File: src/rtl/de10_nano_input_debounce.sv
// Per-channel 2-FF synchroniser + stability-window debouncer for board KEY/SW pads, with rise/fall strobes.
// Optional rise-interrupt pending logic is built only when DE10_NANO_DEBOUNCE_IRQ_EN is defined.
module de10_nano_input_debounce #(
  parameter int                     WIDTH           = 6,
  parameter int                     CNT_W           = 16,
  parameter int                     DEBOUNCE_CYCLES = 24000,
  parameter logic [WIDTH-1:0]       INVERT          = 6'b000011,
  parameter logic [WIDTH-1:0]       RESET_VAL       = 6'b000011
) (
  input  logic             clock,
  input  logic             rst_n,
  input  logic [WIDTH-1:0] raw_i,
  output logic [WIDTH-1:0] data_o,
  output logic [WIDTH-1:0] rise_o,
  output logic [WIDTH-1:0] fall_o,
  input  logic [WIDTH-1:0] irq_mask_i,
  input  logic [WIDTH-1:0] irq_clr_i,
  output logic [WIDTH-1:0] irq_pending_o,
  output logic             irq_o
);

  localparam logic [CNT_W-1:0] DC_LAST = CNT_W'(DEBOUNCE_CYCLES - 1);
  localparam logic [CNT_W-1:0] CNT_ONE = CNT_W'(1);

  logic [WIDTH-1:0]            sync1_r;
  logic [WIDTH-1:0]            sync2_r;
  logic [WIDTH-1:0]            stable_r;
  logic [WIDTH-1:0]            stable_nxt_s;
  logic [WIDTH-1:0][CNT_W-1:0] cnt_r;
  logic [WIDTH-1:0][CNT_W-1:0] cnt_nxt_s;
  logic [WIDTH-1:0]            data_r;
  logic [WIDTH-1:0]            rise_r;
  logic [WIDTH-1:0]            fall_r;
  logic [WIDTH-1:0]            data_nxt_s;
  logic [WIDTH-1:0]            rise_nxt_s;
  logic [WIDTH-1:0]            fall_nxt_s;

  // Two-flop synchroniser for the asynchronous pads
  always_ff @(posedge clock or negedge rst_n) begin
    if (!rst_n) begin
      sync1_r <= RESET_VAL;
      sync2_r <= RESET_VAL;
    end else begin
      sync1_r <= raw_i;
      sync2_r <= sync1_r;
    end
  end

  // Stability window: any return to the stable level restarts the count, so the counter can never wrap
  always_comb begin
    stable_nxt_s = stable_r;
    cnt_nxt_s    = '0;
    for (int i = 0; i < WIDTH; i++) begin
      if (sync2_r[i] == stable_r[i]) begin
        cnt_nxt_s[i] = '0;
      end else if (cnt_r[i] == DC_LAST) begin
        stable_nxt_s[i] = sync2_r[i];
        cnt_nxt_s[i]    = '0;
      end else begin
        cnt_nxt_s[i] = cnt_r[i] + CNT_ONE;
      end
    end
    data_nxt_s = stable_nxt_s ^ INVERT;
    rise_nxt_s = data_nxt_s & ~data_r;
    fall_nxt_s = ~data_nxt_s & data_r;
  end

  // Debounce state and registered level/strobe outputs
  always_ff @(posedge clock or negedge rst_n) begin
    if (!rst_n) begin
      stable_r <= RESET_VAL;
      cnt_r    <= '0;
      data_r   <= RESET_VAL ^ INVERT;
      rise_r   <= '0;
      fall_r   <= '0;
    end else begin
      stable_r <= stable_nxt_s;
      cnt_r    <= cnt_nxt_s;
      data_r   <= data_nxt_s;
      rise_r   <= rise_nxt_s;
      fall_r   <= fall_nxt_s;
    end
  end

  assign data_o = data_r;
  assign rise_o = rise_r;
  assign fall_o = fall_r;

`ifdef DE10_NANO_DEBOUNCE_IRQ_EN
  logic [WIDTH-1:0] pending_r;
  logic [WIDTH-1:0] pending_nxt_s;
  logic             irq_r;

  // A rise seen on the strobe outranks a clear arriving in the same cycle
  always_comb begin
    pending_nxt_s = (pending_r & ~irq_clr_i) | (rise_r & irq_mask_i);
  end

  // Pending flags and the registered interrupt line move together
  always_ff @(posedge clock or negedge rst_n) begin
    if (!rst_n) begin
      pending_r <= '0;
      irq_r     <= 1'b0;
    end else begin
      pending_r <= pending_nxt_s;
      irq_r     <= |pending_nxt_s;
    end
  end

  assign irq_pending_o = pending_r;
  assign irq_o         = irq_r;
`else
  logic unused_irq_s;
  assign unused_irq_s  = ^{irq_mask_i, irq_clr_i};
  assign irq_pending_o = '0;
  assign irq_o         = 1'b0;
`endif

endmodule

File: config.mk
export PLATFORM = sky130hd
export DESIGN_NAME = de10_nano_input_debounce
export DESIGN_NICKNAME = d
export VERILOG_FILES = /design/src/rtl/de10_nano_input_debounce.sv
export SDC_FILE = /design/constraint.sdc
export NUM_CORES = 1
export LEC_CHECK = 0
export CAP_MARGIN = 20
export CORE_UTILIZATION = 58
export DETAILED_ROUTE_END_ITERATION = 7
export PLACE_DENSITY = 0.79
export SLEW_MARGIN = 30
export SYNTH_ARGS = -nofsm -noshare
export SYNTH_HDL_FRONTEND = slang
export SYNTH_SLANG_ARGS = --single-unit
File: constraint.sdc
create_clock -name clock -period 2.3 [get_ports clock]
set_input_delay 0.345 -clock clock [delete_from_list [all_inputs] [get_ports clock]]
set_output_delay 0.345 -clock clock [all_outputs]
set_load 0.02 [all_outputs]
==> results of run 1 <==
## critical path: cells and delay by family, from the launching register on
| family | cells | cell delay [ns] |
|---|---|---|
| flip-flops | 1 | 0.43 |
| multiplexers | 1 | 0.30 |
| AND/OR/NAND/NOR | 3 | 1.24 |
## layout make-up
type                    instances  area, sq um  area share (%)
multi-input cells             401         2450            35.8
clock inverters                12          143            2.08
clock buffers                  20          425            6.21
repair buffers                 40          388            5.66
inverters                      17         63.8           0.932
well taps                     133          166            2.43
flip-flops and latches        128         3210            46.9
## layout by cell type, fill, tap and decap left out, types with 8 or more instances in the layout
cell | Yosys | layout
nand3_1 | 38 | 38
clkdlybuf4s50_1 | 0 | 24
and3_1 | 8 | 8
nand2_1 | 28 | 28
nor2_1 | 95 | 95
nor4_1 | 25 | 25
nor3b_1 | 9 | 9
nor3_1 | 18 | 18
xnor2_1 | 66 | 66
inv_1 | 17 | 17
nand4_1 | 27 | 27
clkbuf_16 | 0 | 16
xor2_1 | 20 | 20
buf_4 | 11 | 13
dfrtp_1 | 122 | 122
## power by group through the flow
stage	Sequential [mW]	Clock, mW	Combinational, mW
6_report	2.34	2.57	0.168
5_1_grt	2.34	2.71	0.194
4_1_cts	2.34	2.60	0.173
3_5_place_dp	2.38	0	0.169
3_3_place_gp	2.37	0	0.163
2_1_floorplan	2.36	0	0.0894
## sequential cells by signal, summed over array words and instances (netlist names)
signal	cells
cnt_r	96
data_o	6
stable_r	2
fall_o	6
rise_o	6
sync1_r	6
sync2_r	6
## worst paths after layout
path / cells after the start / startpoint / endpoint / slack, ns
min in group asynchronous: 2 / rst_n / cnt_r[95] / 0.43
worst max-delay path: 4 / cnt_r[70] / data_o[4] / 0.21
worst min-delay path: 1 / raw_i[0] / sync1_r[0] / 0.22
worst max register to register: 4 / cnt_r[70] / data_o[4] / 0.21
worst min register to register: 0 / sync1_r[1] / sync2_r[1] / 0.36
max in group asynchronous: 3 / rst_n / stable_r[0] / 1.19
## per-layer routing
layer | GRT usage (%) | vias up | wire, um
li1 | - | 2016 | -
met1 | 31.5 | 2058 | 5060
met2 | 38.6 | 80 | 5480
met3 | 6.29 | 17 | 407
met4 | 10.2 | 0 | 187
met5 | 0 | - | 0
## logic make-up (layout without fill, tap and decap cells)
family,Yosys count,in the layout,synth area share (%)
adders and majority gates,6,6,1.29
buffers and inverters,36,89,3.12
DFF,128,128,55.2
AOI/OAI and AO/OA,18,18,2.04
muxes,4,4,0.904
xor gates and xnor gates,86,86,13.0
other,1,7,0.0645
and+or+nand+nor,280,280,24.4
==> metrics.txt, run 1 <==
Relative slew margins 52.1%; clk_skew 0.00530 ns; Synth-to-Final Area Change 17.8%; fillers roughly 700; die height between 100 and 150 um; Layout Cells excl Fill 751; die area 10400 sq um; sw frac about a fifth; Final WS setup 0.211 ns; Core ar. approximately 10000 sq um; Clk pwr share 50.6%; placed insts a little over 700; io pins 45; largest cells by area after synthesis dfrtp_1 (52%), xnor2_1 (9.9%), nor2_1 (6.1%); clock root cell clkbuf_8; clk slew on worst S/H paths roughly 0.060 ns; endpoints failing setup 0; vias in the first global route 4157; register area share after synthesis 55.2%; power per cell area 740 nW/um^2; sequential share of power 46.1%; Net Switching 1.08 mW; DP Wirelength ~7400 um; vias per inst 5.55; worst-margin pin slew 0.718 ns; placed cell area between 6000 and 7000 sq um; critical path endpoint category flop; initial antenna violation count 0; CTS sink cnt 128; Post-synth ARST share between 90% and 100%; Post-synth top flop dfrtp_1; status complete, no violations; insertion delay to the later sink of the worst-skew pair 0.53 ns; Yosys cell types 34; WL/cell 14.8 um; port bufs 25; number of synthesized flops with an enable pin 0; Crit path largest cell delay 0.51 ns; fraction of layout cells with a size suffix above 1 10.0%; total track usage between 20% and 30%; top cells by count, synth dfrtp_1 (122), nor2_1 (95), xnor2_1 (66), nand3_1 (38), nand2_1 (28); number of synthesized register bits 128; final instance area around 7000 sq um; drc violations 0; CTS Buf Count 17; # resized after CTS 0; Pre-Repair DR Iteration Count 4; row count 36; P_int 3.99 mW; Final Util 70.4%; total number of vias roughly 4200; Fin Setup TNS 0 ns; cell with the most instances after synthesis dfrtp_1; CP max FO 6; antenna diode count 0; grt total ovfl 0; Setup Buffers After CTS 0; Crit path arrival time 2.50 ns; gpl congestion approximately 0.85; Setup crit start kind flop; top-area cell type share of the netlist area 52.5%; hold slack roughly 0.22 ns; DRT iter0 DRCs 177; Clock Path Buffers 2; Crit path required time 2.71 ns; leakage power 2.80 nW; HP Class in -> reg; # hold bufs at CTS 1; remaining antenna violation count 0; Die X between 100 and 150 um; WL final 11100 um; synth warn 0; Synth area leader dfrtp_1; Period minus WS final approximately 2.1 ns; Post-Syn Area 5820 sq um; final hold violation count 0; cells after synthesis 559; pins over their slew limit 0; Critical Path Slowest Stage Cell or4b_1; final worst path period share around nine tenths; # H-tree levels 4; maximum vdd drop about 330 uV; TritonCTS clock tree yes; Logic pwr share ~3.3%; Place WS between 0.2 and 0.25 ns; RSZ-0062 raised after global routing no; NumNets Final roughly 630; syn avg cell area 10.4 sq um; CP cell instances or4b_1 > or4_1 > or2_4 > mux2_4; Pwr Total between 5 and 6 mW; Crit Path Class reg -> reg; Max Fclk approximately 480 MHz; Initial Utilization about three fifths; largest net degree at the start of global routing 55; total of max-cap violations 0; first-pass GRT wire length 19200 um
Note: power is estimated with default switching activity, not from simulation.
==> run 2: changes to the inputs <==
SKIP_LAST_GASP = 1   (was unset)
==> results of run 2 <==
Same layout as run 1: the final DEF is identical, and so are final timing and power.
